### config.mk
export PLATFORM = sky130hd
export DESIGN_NAME = sha_round_ctrl
export DESIGN_NICKNAME = d
export VERILOG_FILES = /design/src/rtl/sha_round_ctrl_pkg.sv /design/src/rtl/sha_round_ctrl.sv
export SDC_FILE = /design/constraint.sdc
export NUM_CORES = 1
export LEC_CHECK = 0
export ABC_AREA = 1
export BUFFER_PORTS_ARGS = -buffer_cell sky130_fd_sc_hd__buf_2
export CORE_MARGIN = 5
export CORE_UTILIZATION = 47
export DETAILED_ROUTE_END_ITERATION = 10
export PLACE_DENSITY = 0.78
export SLEW_MARGIN = 20
export SYNTH_ARGS = -nofsm -noshare
export SYNTH_HDL_FRONTEND = slang
export SYNTH_SLANG_ARGS = --single-unit
### constraint.sdc
create_clock -name clk -period 1.4 [get_ports clk]
set_clock_uncertainty 0.2 [all_clocks]
set_input_delay 0.07 -clock clk [delete_from_list [all_inputs] [get_ports clk]]
set_output_delay 0.07 -clock clk [all_outputs]
set_load 0.03 [all_outputs]
### src/rtl/sha_round_ctrl_pkg.sv
//==============================================================================
// Module      : sha_round_ctrl_pkg
// Description : Shared types and defaults for the SHA-256 round sequencer:
//               state encoding, default geometry and the Moore output decode.
// Revision    : 1.0 - initial release
//==============================================================================
`default_nettype none

package sha_round_ctrl_pkg;

  // Default compression geometry for one SHA-256 block
  localparam int ROUNDS_DEF   = 64;
  localparam int IDX_W_DEF    = 6;
  localparam int WAIT_MAX_DEF = 4;

  // Sequencer states, 3-bit encoding shared with the datapath debug taps
  typedef enum logic [2:0] {
    ST_IDLE  = 3'd0,
    ST_LOAD  = 3'd1,
    ST_ROUND = 3'd2,
    ST_HASH  = 3'd3,
    ST_WAIT  = 3'd4,
    ST_CHAIN = 3'd5,
    ST_DONE  = 3'd6
  } state_e;

  // Bundle of single-bit control outputs, registered as one word
  typedef struct packed {
    logic ready;
    logic iv_sel;
    logic load_en;
    logic round_en;
    logic hash_en;
    logic chain_en;
    logic done;
  } ctrl_out_t;

  // Moore decode: every strobe is a pure function of the state it belongs to.
  // iv_sel is only meaningful while the working variables are loaded.
  function automatic ctrl_out_t decode_outputs(input state_e st, input logic first);
    ctrl_out_t o;
    o = '0;
    case (st)
      ST_IDLE:  o.ready    = 1'b1;
      ST_LOAD:  begin
                  o.load_en = 1'b1;
                  o.iv_sel  = first;
                end
      ST_ROUND: o.round_en = 1'b1;
      ST_HASH:  o.hash_en  = 1'b1;
      ST_CHAIN: o.chain_en = 1'b1;
      ST_DONE:  o.done     = 1'b1;
      default:  o          = '0;
    endcase
    return o;
  endfunction

endpackage

`default_nettype wire

### src/rtl/sha_round_ctrl.sv
//==============================================================================
// Module      : sha_round_ctrl
// Description : Sequencing controller for one SHA-256 compression pass.
//               Handshakes a block start, loads a..h, issues ROUNDS round
//               enables with their index, strobes the H update, waits for the
//               sha_hash completion pulse and then either flags the final
//               digest or chains it as H_i for the next block.
// Revision    : 1.0 - initial release
//==============================================================================
`default_nettype none

module sha_round_ctrl
  import sha_round_ctrl_pkg::*;
#(
  parameter int ROUNDS   = ROUNDS_DEF,
  parameter int IDX_W    = IDX_W_DEF,
  parameter int WAIT_MAX = WAIT_MAX_DEF
) (
  input  logic             clk,
  input  logic             reset,
  input  logic             start,
  input  logic             first_block,
  input  logic             last_block,
  input  logic             hash_done,
  output logic             ready,
  output logic             iv_sel,
  output logic             load_en,
  output logic             round_en,
  output logic [IDX_W-1:0] round_idx,
  output logic             hash_en,
  output logic             chain_en,
  output logic             done,
  output logic             err
);

  // Wait counter must be able to hold WAIT_MAX-1
  localparam int               WCNT_W    = (WAIT_MAX > 1) ? $clog2(WAIT_MAX) : 1;
  localparam logic [IDX_W-1:0] LAST_IDX  = IDX_W'(ROUNDS - 1);
  localparam logic [WCNT_W-1:0] WAIT_LAST = WCNT_W'(WAIT_MAX - 1);

  // A round index too narrow for ROUNDS would silently alias K/W selects
  if (2 ** IDX_W < ROUNDS) begin : g_idx_w_check
    $error("sha_round_ctrl: IDX_W too small for ROUNDS");
  end

  state_e            state_q, state_d;
  logic [IDX_W-1:0]  idx_q,   idx_d;
  logic [WCNT_W-1:0] wcnt_q,  wcnt_d;
  logic              first_q, first_d;
  logic              last_q,  last_d;
  logic              err_q,   err_d;
  ctrl_out_t         out_q,   out_d;

  // Next-state, counter and flag update; outputs pre-decoded from the next state
  always_comb begin
    state_d = state_q;
    idx_d   = idx_q;
    wcnt_d  = wcnt_q;
    first_d = first_q;
    last_d  = last_q;
    err_d   = err_q;
    case (state_q)
      ST_IDLE: begin
        if (start) begin
          state_d = ST_LOAD;
          first_d = first_block;
          last_d  = last_block;
          err_d   = 1'b0;
          idx_d   = '0;
        end
      end
      ST_LOAD: begin
        state_d = ST_ROUND;
        idx_d   = '0;
      end
      ST_ROUND: begin
        // Index saturates at the last round; the exit happens on that same cycle
        if (idx_q == LAST_IDX) begin
          state_d = ST_HASH;
        end else begin
          idx_d = idx_q + IDX_W'(1);
        end
      end
      ST_HASH: begin
        state_d = ST_WAIT;
        wcnt_d  = '0;
      end
      ST_WAIT: begin
        if (hash_done) begin
          state_d = last_q ? ST_DONE : ST_CHAIN;
        end else if (wcnt_q == WAIT_LAST) begin
          // WAIT_MAX cycles without completion: give up and flag it
          state_d = ST_IDLE;
          err_d   = 1'b1;
        end else begin
          wcnt_d = wcnt_q + WCNT_W'(1);
        end
      end
      ST_CHAIN: state_d = ST_IDLE;
      ST_DONE:  state_d = ST_IDLE;
      default:  state_d = ST_IDLE;
    endcase
    out_d = decode_outputs(state_d, first_d);
  end

  // State, counters, flags and registered outputs; reset dominates start
  always_ff @(posedge clk) begin
    if (reset) begin
      state_q <= ST_IDLE;
      idx_q   <= '0;
      wcnt_q  <= '0;
      first_q <= 1'b0;
      last_q  <= 1'b0;
      err_q   <= 1'b0;
      out_q   <= decode_outputs(ST_IDLE, 1'b0);
    end else begin
      state_q <= state_d;
      idx_q   <= idx_d;
      wcnt_q  <= wcnt_d;
      first_q <= first_d;
      last_q  <= last_d;
      err_q   <= err_d;
      out_q   <= out_d;
    end
  end

  assign ready     = out_q.ready;
  assign iv_sel    = out_q.iv_sel;
  assign load_en   = out_q.load_en;
  assign round_en  = out_q.round_en;
  assign hash_en   = out_q.hash_en;
  assign chain_en  = out_q.chain_en;
  assign done      = out_q.done;
  assign round_idx = idx_q;
  assign err       = err_q;

endmodule

`default_nettype wire
==> results by group, run 1 <==
Global routing
  – Pin count of the biggest net entering global routing: 15
  – Global Route met1 Usage: 0.160
  – Gr ovfl total: 0
  – Initial antenna violation count: 0
  – Grt met2 use: 0.297
  – First-pass GRT wire length: 4.00 mm
  – Vias in the first global route: 981
  – Top Usage Layer GRT: met2
  – Total GRT Usage: 0.160
  – Met3 usage: 0.0371

Flow run
  – Max cap viols: 0

CTS
  – CTS buffer count: 3
  – Longest Clk Path Bufs: 2
  – Clock Tree Root: clkbuf_4
  – Clock-pin slew on the worst setup and hold paths: 0.12 ns
  – CTS H-tree lvls: 1
  – TritonCTS clock tree: built
  – Worst skew pair latency: 0.32 ns
  – # clock sinks: 21

Routing
  – Vias/cell: 5.13
  – WL/cell: 11.8 um
  – Initial DRC count: 23
  – Remaining DRCs: 0
  – Routed wire length: 2.38 mm
  – Post-route antenna net violation count: 0
  – Pre-Repair DR Iteration Count: 4
  – Via count: 1036

Power and ir drop
  – Peak ir drop on the vdd network: 798 uV
  – PwrDens: 930 mW/mm^2
  – Lkg Pwr: 0.647 nW

Setup path
  – CP endpoint kind: flip-flop
  – Kind of start point of the critical path: flip-flop
  – Slowest CP cell: dfxtp_4
  – Family with the most delay on the worst path: simple AND/OR/NAND/NOR gates
  – Crit path DAT: 1.40 ns
  – Bufs and invs on worst path: 0
  – WP data required: 1.42 ns
  – Type of the worst setup path: reg -> reg
  – CP Cell Sequence: ha_4, nand2_4, nor2_4, or2_2, nand3_1, a21oi_2
  – Critical-path maximum fanout: 3
  – Critical Path Max Stage Delay: 0.37 ns

Cells and area
  – Finished layout cell area: 0.00132 mm^2
  – Fraction of layout cells with a size suffix above 1: 0.354
  – Area Overhead vs Synth: 31.4%
  – Diodes inserted: 0
  – Fin nets: 184
  – Final cell count without fillers: 202

Logic synthesis
  – Syn_area_per_cell: 6.97 um^2
  – Sequential element share of the synthesized area: 0.419
  – Yosys reg bits: 21
  – Ys Warns: 0
  – Synth Instances: 144
  – Post-Syn Nets: 152
  – Area of the mapped netlist: 0.00100 mm^2
  – Netlist cell types: 21

Timing
  – Unrepaired setup endpoints after global routing: yes
  – Slew HR: 0.783
  – F_max: 723 MHz
  – Worst-Margin Slew: 0.323 ns
  – Fin. Hold Viols: 0
  – Min Tclk post-route: 1.38 ns
  – Max-slew violations: 0
  – Ratio of final minimum period to clock period: 0.987
  – Endpoints failing setup: 0
  – Total Neg Setup Slack: 0 ns

Floorplanning
  – # IOs: 20
  – Die width: 56.2 um
  – Initial Utilization: 0.501
  – Die Footprint: 0.00316 mm^2
  – Core area: 0.00200 mm^2
  – Die Height: 56.2 um
  – # rows: 16

Placed design
  – DP HPWL: 1.74 mm
  – Post-place instance area: 0.00119 mm^2
  – GP Congestion: 0.869
  – PortBufs: 19
  – Placed cells: 192

Worst hold path
  – Hold WC Path Type: reg -> reg

Status
  – Outcome: finished clean
[worst paths after layout]
| kind | end | slack (ns) | cells past startpoint | startpoint |
|---|---|---|---|---|
| worst max-delay path | round_idx[4] | 0.02 | 6 | round_idx[0] |
| worst min-delay path | err | 0.29 | 2 | err |
| worst max register to register | round_idx[4] | 0.02 | 6 | round_idx[0] |
| worst min register to register | err | 0.29 | 2 | err |
[kinds of logic after synthesis]
group                      after synthesis  share of synthesized area
buffers and inverters                   22                     0.0898
adders and majority gates                2                     0.0249
and+or+nand+nor                         84                      0.387
AOI/OAI and AO/OA                       15                     0.0798
DFF                                     21                      0.419
[cell type report]
class                           count  area [um^2]
Tap cell                           27         33.8
Sequential cell                    21          435
Fill cell                         192          683
Timing Repair Buffer               29          183
Inverter                           20         75.1
Clock buffer                        3         22.5
Clock inverter                      1         5.00
Multi-Input combinational cell    101          564
[synthesized netlist by cell type]
master     n  area, um^2
nor2_2     3        18.8
nand3_2    3        30.0
nor3_1     3        15.0
nor2_1    18        67.6
o21ai_1    2        10.0
or2_2      2        12.5
inv_2      4        15.0
a21oi_1   10        50.1
o21bai_1   1        7.51
buf_6      1        11.3
ha_1       2        25.0
nand3_1   16        80.1
nor2_4     1        11.3
clkbuf_1   1        3.75
nand4_1    2        12.5
inv_1     16        60.1
nand2_1   34         128
nand2_2    2        12.5
o211ai_1   1        7.51
o21ai_0    1        5.00
dfxtp_1   21         420
[report_power, final]
| group | switching [mW] | total (mW) | internal (mW) |
|---|---|---|---|
| Sequential | 0.0231 | 0.653 | 0.630 |
| Combinational | 0.172 | 0.268 | 0.0961 |
| Clock | 0.198 | 0.305 | 0.107 |
[cells in the final DEF, fill, tap and decap left out, drive strengths merged, types with 2 or more instances in the layout]
| cell type | count |
|---|---|
| buf | 24 |
| nand2 | 36 |
| nor3 | 3 |
| nor2 | 22 |
| nand4 | 2 |
| dlygate4sd3 | 5 |
| clkbuf | 3 |
| o21ai | 3 |
| or2 | 2 |
| nand3 | 19 |
| a21oi | 10 |
| inv | 20 |
| dfxtp | 21 |
| ha | 2 |
[sequential cells by signal, summed over array words and instances, names as in the netlist]
| name | flops |
|---|---|
| hash_en | 1 |
| last_q | 1 |
| load_en | 1 |
| state_q | 3 |
| done | 1 |
| err | 1 |
| round_en | 1 |
| ready | 1 |
| wcnt_q | 2 |
| iv_sel | 1 |
| round_idx | 6 |
| chain_en | 1 |
| first_q | 1 |
[stage by stage]
stage | total power [mW] | hold slack, ns | util | setup slack [ns]
floorplan | 0.845 | -0.0683 | - | -0.0116
global placement | 0.899 | 0.121 | 0.593 | 0.0334
detailed placement | 0.906 | 0.139 | 0.593 | -0.0459
CTS | 1.23 | 0.300 | 0.644 | 0.00257
global route | 1.30 | 0.318 | 0.659 | -0.0771
finish | 1.23 | 0.292 | 0.659 | 0.0177
[tightest hold or removal path: stages, from the launching register on]
cell and delay (ns):
dfxtp_1 0.34, nand2_1 0.06, a21oi_1 0.06
[layer usage]
| layer | share of wire | wire length (um) |
|---|---|---|
| met3 | 0.064 | 152 |
| met1 | 0.38 | 914 |
| met5 | 0 | 0 |
| met4 | 0.031 | 75 |
| met2 | 0.52 | 1240 |
[timing repair]
action / CTS / global route
resized for setup: 5 / 10
endpoints found under the setup margin: 9 / 13
hold endpoints to repair: 21 / 0
buffers inserted: 1 / 0
gates cloned: 0 / 0
pin swaps: 1 / 4
hold buffers: 5 / 0
Note: power is estimated with default switching activity, not from simulation.
==> run 2, diff against run 1 <==
--- a/config.mk
+++ b/config.mk
@@ -6,12 +6,13 @@
 export NUM_CORES = 1
 export LEC_CHECK = 0
 export ABC_AREA = 1
-export BUFFER_PORTS_ARGS = -buffer_cell sky130_fd_sc_hd__buf_2
+export BUFFER_PORTS_ARGS = -buffer_cell sky130_fd_sc_hd__buf_4
 export CORE_MARGIN = 5
 export CORE_UTILIZATION = 47
 export DETAILED_ROUTE_END_ITERATION = 10
+export HOLD_SLACK_MARGIN = 0.05
 export PLACE_DENSITY = 0.78
-export SLEW_MARGIN = 20
+export SLEW_MARGIN = 15
 export SYNTH_ARGS = -nofsm -noshare
 export SYNTH_HDL_FRONTEND = slang
 export SYNTH_SLANG_ARGS = --single-unit
==> run 2 against run 1 <==
  * Wire length is 1.2% higher
  * Hold slack lost 0.0082 ns
  * Utilization up 4.8 points
  * Critical path type unchanged
  * Combinational power increased by 9.3%
==> results by group, run 2 (synthesized netlist as in run 1, its figures left out) <==
Worst hold path
  – Hold WC Path Type: reg -> reg

Cells and area
  – Area Overhead vs Synth: 40.9%
  – Fraction of layout cells with a size suffix above 1: 0.394 (+0.0400)
  – Most frequent cells in the layout: 28 x nand2_1, 24 x buf_4, 16 x nor2_1
  – Fin nets: 184 (unchanged)
  – Leading cell type in the layout, fill and taps excluded: nand2_1
  – Diodes inserted: 0 (unchanged)
  – Finished layout cell area: 0.00141 mm^2 (+7.2%)
  – Max reg flops: 6 (unchanged)

Placed design
  – PortBufs: 19 (unchanged)
  – Post-place instance area: 0.00123 mm^2 (+3.4%)
  – GP Congestion: 0.852 (-2.0%)
  – DP HPWL: 1.69 mm (-2.9%)

Floorplanning
  – Initial Utilization: 0.501 (unchanged)
  – # IOs: 20 (unchanged)
  – Die width: 56.2 um (unchanged)
  – Core area: 0.00200 mm^2 (unchanged)
  – Die Height: 56.2 um (unchanged)
  – Die Footprint: 0.00316 mm^2 (unchanged)
  – # rows: 16 (unchanged)

Global routing
  – Pin count of the biggest net entering global routing: 16 (+1)
  – Total GRT Usage: 0.148 (-0.0128)
  – First-pass GRT wire length: 3.78 mm (-5.5%)
  – Initial antenna violation count: 0 (unchanged)
  – Gr ovfl total: 0 (unchanged)
  – Vias in the first global route: 927 (-5.5%)

Setup path
  – Critical Path Max Stage Delay: 0.41 ns (+0.04 ns)
  – CP endpoint kind: flip-flop
  – CP Cell Sequence: inv_2, nor3_1, nor2_4, nand2_1, o21bai_1
  – Family with the most delay on the worst path: simple AND/OR/NAND/NOR gates
  – Bufs and invs on worst path: 1 (+1)
  – Kind of start point of the critical path: flip-flop
  – Type of the worst setup path: reg -> reg
  – Crit path DAT: 1.40 ns (about the same)
  – Slowest CP cell: dfxtp_1
  – Critical-path maximum fanout: 8 (+5)
  – WP data required: 1.41 ns (about the same)

Timing
  – Worst-Margin Slew: 0.368 ns (+0.0448 ns)
  – Slew HR: 0.753 (-0.0301)
  – Endpoints failing setup: 0 (unchanged)
  – Fin. Hold Viols: 0 (unchanged)
  – Unrepaired setup endpoints after global routing: yes
  – Min Tclk post-route: 1.39 ns (+0.0118 ns)
  – Ratio of final minimum period to clock period: 0.996 (+0.00843)
  – Max-slew violations: 0 (unchanged)
  – F_max: 717 MHz (-0.85%)

CTS
  – CTS buffer count: 3 (unchanged)
  – Worst skew pair latency: 0.31 ns (about the same)
  – Clock Tree Root: clkbuf_4
  – # clock sinks: 21 (unchanged)
  – Clock-pin slew on the worst setup and hold paths: 0.12 ns (about the same)
  – TritonCTS clock tree: built
  – CTS H-tree lvls: 1 (unchanged)
  – Longest Clk Path Bufs: 2 (unchanged)

Power and ir drop
  – Clock power frac: 0.239 (-0.010)
  – Lkg Pwr: 0.653 nW (+0.89%)
  – PnR Total Power: 1.25 mW (+1.6%)
  – PwrDens: 881 mW/mm^2 (-5.2%)
  – Switch Pwr: 0.397 mW (+1.2%)
  – Peak ir drop on the vdd network: 659 uV (-17%)
  – Sw frac: 0.319 (-0.00135)
  – Gate power share: 0.235 (+0.017)
  – Reg power frac: 0.525 (-0.007)
  – Power Internal: 0.848 mW (+1.8%)

Flow run
  – Max cap viols: 0 (unchanged)

Routing
  – Via count: 1013 (-2.2%)
  – Initial DRC count: 23 (unchanged)
  – Routed wire length: 2.41 mm (+1.2%)
  – WL/cell: 11.9 um (+1.2%)
  – Pre-Repair DR Iteration Count: 4 (unchanged)
  – Vias/cell: 5.01 (-2.2%)
  – Remaining DRCs: 0 (unchanged)
  – Post-route antenna net violation count: 0 (unchanged)

Status
  – Outcome: finished clean
==> run 2: cell counts in the layout (fill, tap and decap cells not counted) <==
No cell type changed its count.
==> run 2: repair_timing <==
| item | in CTS | in global routing |
|---|---|---|
| resized for setup | 4 | 24 |
| hold buffers | 5 | 0 |
| gates cloned | 0 | 0 |
| buffers inserted | 1 | 1 |
| endpoints found under the hold margin | 19 | 0 |
| endpoints found under the setup margin | 9 | 12 |
| pin swaps | 2 | 7 |
==> run 2: worst paths after layout <==
check,start,endpoint,slack [ns],cells past startpoint
worst max-delay path,state_q[2],ready,0.006,5
worst max register to register,state_q[2],ready,0.006,5
worst min register to register,err,err,0.28,2
worst min-delay path,err,err,0.28,2
==> run 2: power groups by stage <==
stage	logic (mW)	clock network [mW]	registers, mW
finish	0.293	0.298	0.654
global route	0.322	0.337	0.660
CTS	0.274	0.306	0.652
detailed placement	0.253	0	0.666
floorplan	0.151	0	0.694
global placement	0.245	0	0.665
==> run 2: area by class of cell <==
cell class,count,area (um^2)
Clock buffer,3,22.5
Clock inverter,1,5.00
Fill cell,180,588
Inverter,20,80.1
Multi-Input combinational cell,101,602
Sequential cell,21,440
Tap cell,27,33.8
Timing Repair Buffer,29,230
==> run 2: routing by layer <==
layer	global-route usage	vias up	share of wire
li1	-	524	-
met1	0.157	464	0.39
met2	0.284	18	0.55
met3	0.0209	7	0.036
met4	0.0610	0	0.022
met5	0	-	0
==> run 2: stage by stage <==
stage | hold WS [ns] | utilization | std cells | setup TNS [ns] | setup WS [ns]
after floorplan | -0.0683 | - | 144 | -0.0116 | -0.0116
after global placement | 0.124 | 0.613 | 191 | 0 | 0.0323
after detailed placement | 0.155 | 0.613 | 191 | -0.0497 | -0.0326
after CTS | 0.284 | 0.661 | 201 | -0.0108 | -0.0108
after global routing | 0.332 | 0.706 | 202 | -0.281 | -0.0592
final | 0.284 | 0.706 | 202 | 0 | 0.00594
==> run 2: tightest hold or removal path, cell delays in order, from the launching register on <==
cell and delay (ns):
dfxtp_1 0.33, nand2_1 0.06, a21oi_1 0.06
==> run 3, diff against run 2 <==
--- a/config.mk
+++ b/config.mk
@@ -6,12 +6,12 @@
 export NUM_CORES = 1
 export LEC_CHECK = 0
 export ABC_AREA = 1
-export BUFFER_PORTS_ARGS = -buffer_cell sky130_fd_sc_hd__buf_4
 export CORE_MARGIN = 5
-export CORE_UTILIZATION = 47
+export CORE_UTILIZATION = 48
 export DETAILED_ROUTE_END_ITERATION = 10
+export DONT_BUFFER_PORTS = 1
 export HOLD_SLACK_MARGIN = 0.05
-export PLACE_DENSITY = 0.78
+export PLACE_DENSITY = 0.7
 export SLEW_MARGIN = 15
 export SYNTH_ARGS = -nofsm -noshare
 export SYNTH_HDL_FRONTEND = slang
==> run 3 against run 2 <==
  * Clock power grew 4%
  * Die area is 1.7% lower
  * Hold slack got worse by 0.021 ns
  * Cell area is 3.8% lower
  * Power down 0.87%
  * Largest cell class unchanged
  * Highest routed layer unchanged
  * Flip-flop and latch count stayed put
  * Global-route usage rose by 0.78 points
  * Sequential power increased by 4.3%
  * Wire length increased by 3.1%
  * Sequential share of layout area grew 1.3 points
  * Non-clock buffer count fell by 11
==> results by group, run 3 (synthesized netlist as in run 1, its figures left out) <==
Global routing
  – First-pass GRT wire length: 3.95 mm (+4.5%)
  – Total GRT Usage: 0.155 (+0.00778)
  – Vias in the first global route: 923 (-0.43%)
  – Gr ovfl total: 0 (unchanged)
  – Pin count of the biggest net entering global routing: 15 (-1)
  – Initial antenna violation count: 0 (unchanged)

Cells and area
  – Reg area: 442 um^2 (+0.28%)
  – Max reg flops: 6 (unchanged)
  – Fraction of layout cells with a size suffix above 1: 0.384 (-0.0101)
  – Layout fillers: 166 (-7.8%)
  – Multi-input gate area: 623 um^2 (+3.5%)
  – Fin nets: 173 (-6.0%)
  – Area Overhead vs Synth: 35.5%
  – Most frequent cells in the layout: 28 x nand2_1, 15 x inv_1, 15 x nor2_1
  – Diodes inserted: 0 (unchanged)
  – Finished layout cell area: 0.00136 mm^2 (-3.8%)
  – Leading cell type in the layout, fill and taps excluded: nand2_1

Setup path
  – Flop2flop setup slack: 0.007 ns (about the same)
  – Worst flop-to-flop path endpoint: round_idx[3]
  – Kind of start point of the critical path: flip-flop
  – Critical-path maximum fanout: 3 (-5)
  – R2r startpoint: round_idx[0]
  – CP endpoint kind: flip-flop
  – WP data required: 1.45 ns (+0.04 ns)
  – Type of the worst setup path: reg -> reg
  – Crit path DAT: 1.44 ns (+0.04 ns)
  – R2R depth: 6 (+1)

Floorplanning
  – # rows: 16 (unchanged)
  – Die Height: 55.7 um (-0.86%)
  – Initial Utilization: 0.506 (+0.00506)
  – Die Footprint: 0.00310 mm^2 (-1.7%)
  – Die width: 55.7 um (-0.86%)
  – # IOs: 20 (unchanged)
  – Core area: 0.00198 mm^2 (-1.0%)

Routing
  – Via count: 1014 (+0.099%)
  – Post-route antenna net violation count: 0 (unchanged)
  – Remaining DRCs: 0 (unchanged)
  – Routed wire length: 2.49 mm (+3.1%)
  – Vias/cell: 5.31 (+5.9%)
  – WL/cell: 13.0 um (+9.0%)
  – Pre-Repair DR Iteration Count: 4 (unchanged)
  – Initial DRC count: 26 (+13%)

Flow run
  – Max cap viols: 0 (unchanged)

Power and ir drop
  – Peak ir drop on the vdd network: 935 uV (+42%)
  – PnR Total Power: 1.23 mW (-0.87%)
  – PwrDens: 908 mW/mm^2 (+3.1%)
  – Lkg Pwr: 0.603 nW (-7.6%)

Timing
  – Slew HR: 0.577 (-0.176)
  – Fin. Hold Viols: 0 (unchanged)
  – Min Tclk post-route: 1.39 ns (-0.00115 ns)
  – F_max: 718 MHz (about the same)
  – Unrepaired setup endpoints after global routing: yes
  – Worst-Margin Slew: 0.633 ns (+0.265 ns)
  – Ratio of final minimum period to clock period: 0.995 (about the same)
  – Endpoints failing setup: 0 (unchanged)
  – Max-slew violations: 0 (unchanged)
  – Total Neg Setup Slack: 0 ns (unchanged)

Worst hold path
  – Hold WC Path Type: in -> reg
  – Hold_sp: first_block
  – Hold endpoint: first_q
  – Cell depth of the worst hold path: 3 (+1)

CTS
  – TritonCTS clock tree: built
  – Worst skew pair latency: 0.32 ns (about the same)
  – CTS buffer count: 3 (unchanged)
  – Clock Tree Root: clkbuf_4
  – # clock sinks: 21 (unchanged)
  – CTS H-tree lvls: 1 (unchanged)
  – Longest Clk Path Bufs: 2 (unchanged)
  – Clock-pin slew on the worst setup and hold paths: 0.12 ns (about the same)

Placed design
  – DP HPWL: 1.63 mm (-3.3%)
  – PortBufs: 0 (-19)
  – GP Congestion: 0.790 (-7.2%)
  – Post-place instance area: 0.00113 mm^2 (-8.0%)

Status
  – Outcome: finished clean
-- run 3: cell types whose count changed in the layout (fill, tap and decap cells not counted), sizes merged --
cell / change
buf: -12
dlygate4sd3: +1
-- run 3: metal layers --
| metal | up-vias | wire length, um | track usage |
|---|---|---|---|
| li1 | 502 | - | - |
| met1 | 483 | 1010 | 0.176 |
| met2 | 24 | 1330 | 0.287 |
| met3 | 5 | 112 | 0.0232 |
| met4 | 0 | 35 | 0.0625 |
| met5 | - | 0 | 0 |
-- run 3: final cells by class --
| class | count | area share |
|---|---|---|
| clock inverters | 1 | 0.00368 |
| inverters | 20 | 0.0589 |
| repair buffers | 18 | 0.113 |
| well taps | 27 | 0.0248 |
| multi-input cells | 101 | 0.458 |
| clock buffers | 3 | 0.0166 |
| flip-flops and latches | 21 | 0.325 |
-- run 3: power breakdown --
group / switching (mW) / leakage [nW] / internal [mW]
logic: 0.154 / 0.409 / 0.0903
clock network: 0.202 / 0.0177 / 0.107
registers: 0.0523 / 0.176 / 0.629
total: 0.408 / 0.603 / 0.827
-- run 3: worst max-delay path by stage --
stage / end / from / slack (ns)
2_1_floorplan: round_idx[1] / round_idx[1] / -0.01
3_3_place_gp: round_idx[1] / round_idx[1] / 0.01
3_5_place_dp: round_idx[1] / round_idx[1] / -0.01
4_1_cts: round_idx[1] / round_idx[1] / 0.007
5_1_grt: ready / wcnt_q[0] / -0.07
6_report: round_idx[3] / round_idx[0] / 0.007
-- run 3: metrics by stage --
step,setup slack (ns),instances,utilization,hold WS (ns)
final,0.00709,191,0.686,0.263
after global routing,-0.0709,191,0.686,0.301
after CTS,0.00658,188,0.618,0.256
after detailed placement,-0.0116,178,0.570,-0.0639
after global placement,0.0135,178,0.570,-0.0659
after floorplan,-0.0116,144,-,-0.0683
-- run 3: critical path: stages (launching register included) --
cell and delay [ns]:
dfxtp_4 0.38, ha_4 0.17, nand3_1 0.10, nor2_2 0.05, a21oi_1 0.21, nand2_1 0.10, a21oi_2 0.12
-- run 3: what timing repair did --
action                                 in CTS  in global routing
hold buffers                                6                  0
pin swaps                                   3                  7
resized for setup                           3                 33
endpoints found under the hold margin      21                  0
setup endpoints to repair                  10                 15
setup buffers                               0                  3
cloned                                      0                  0
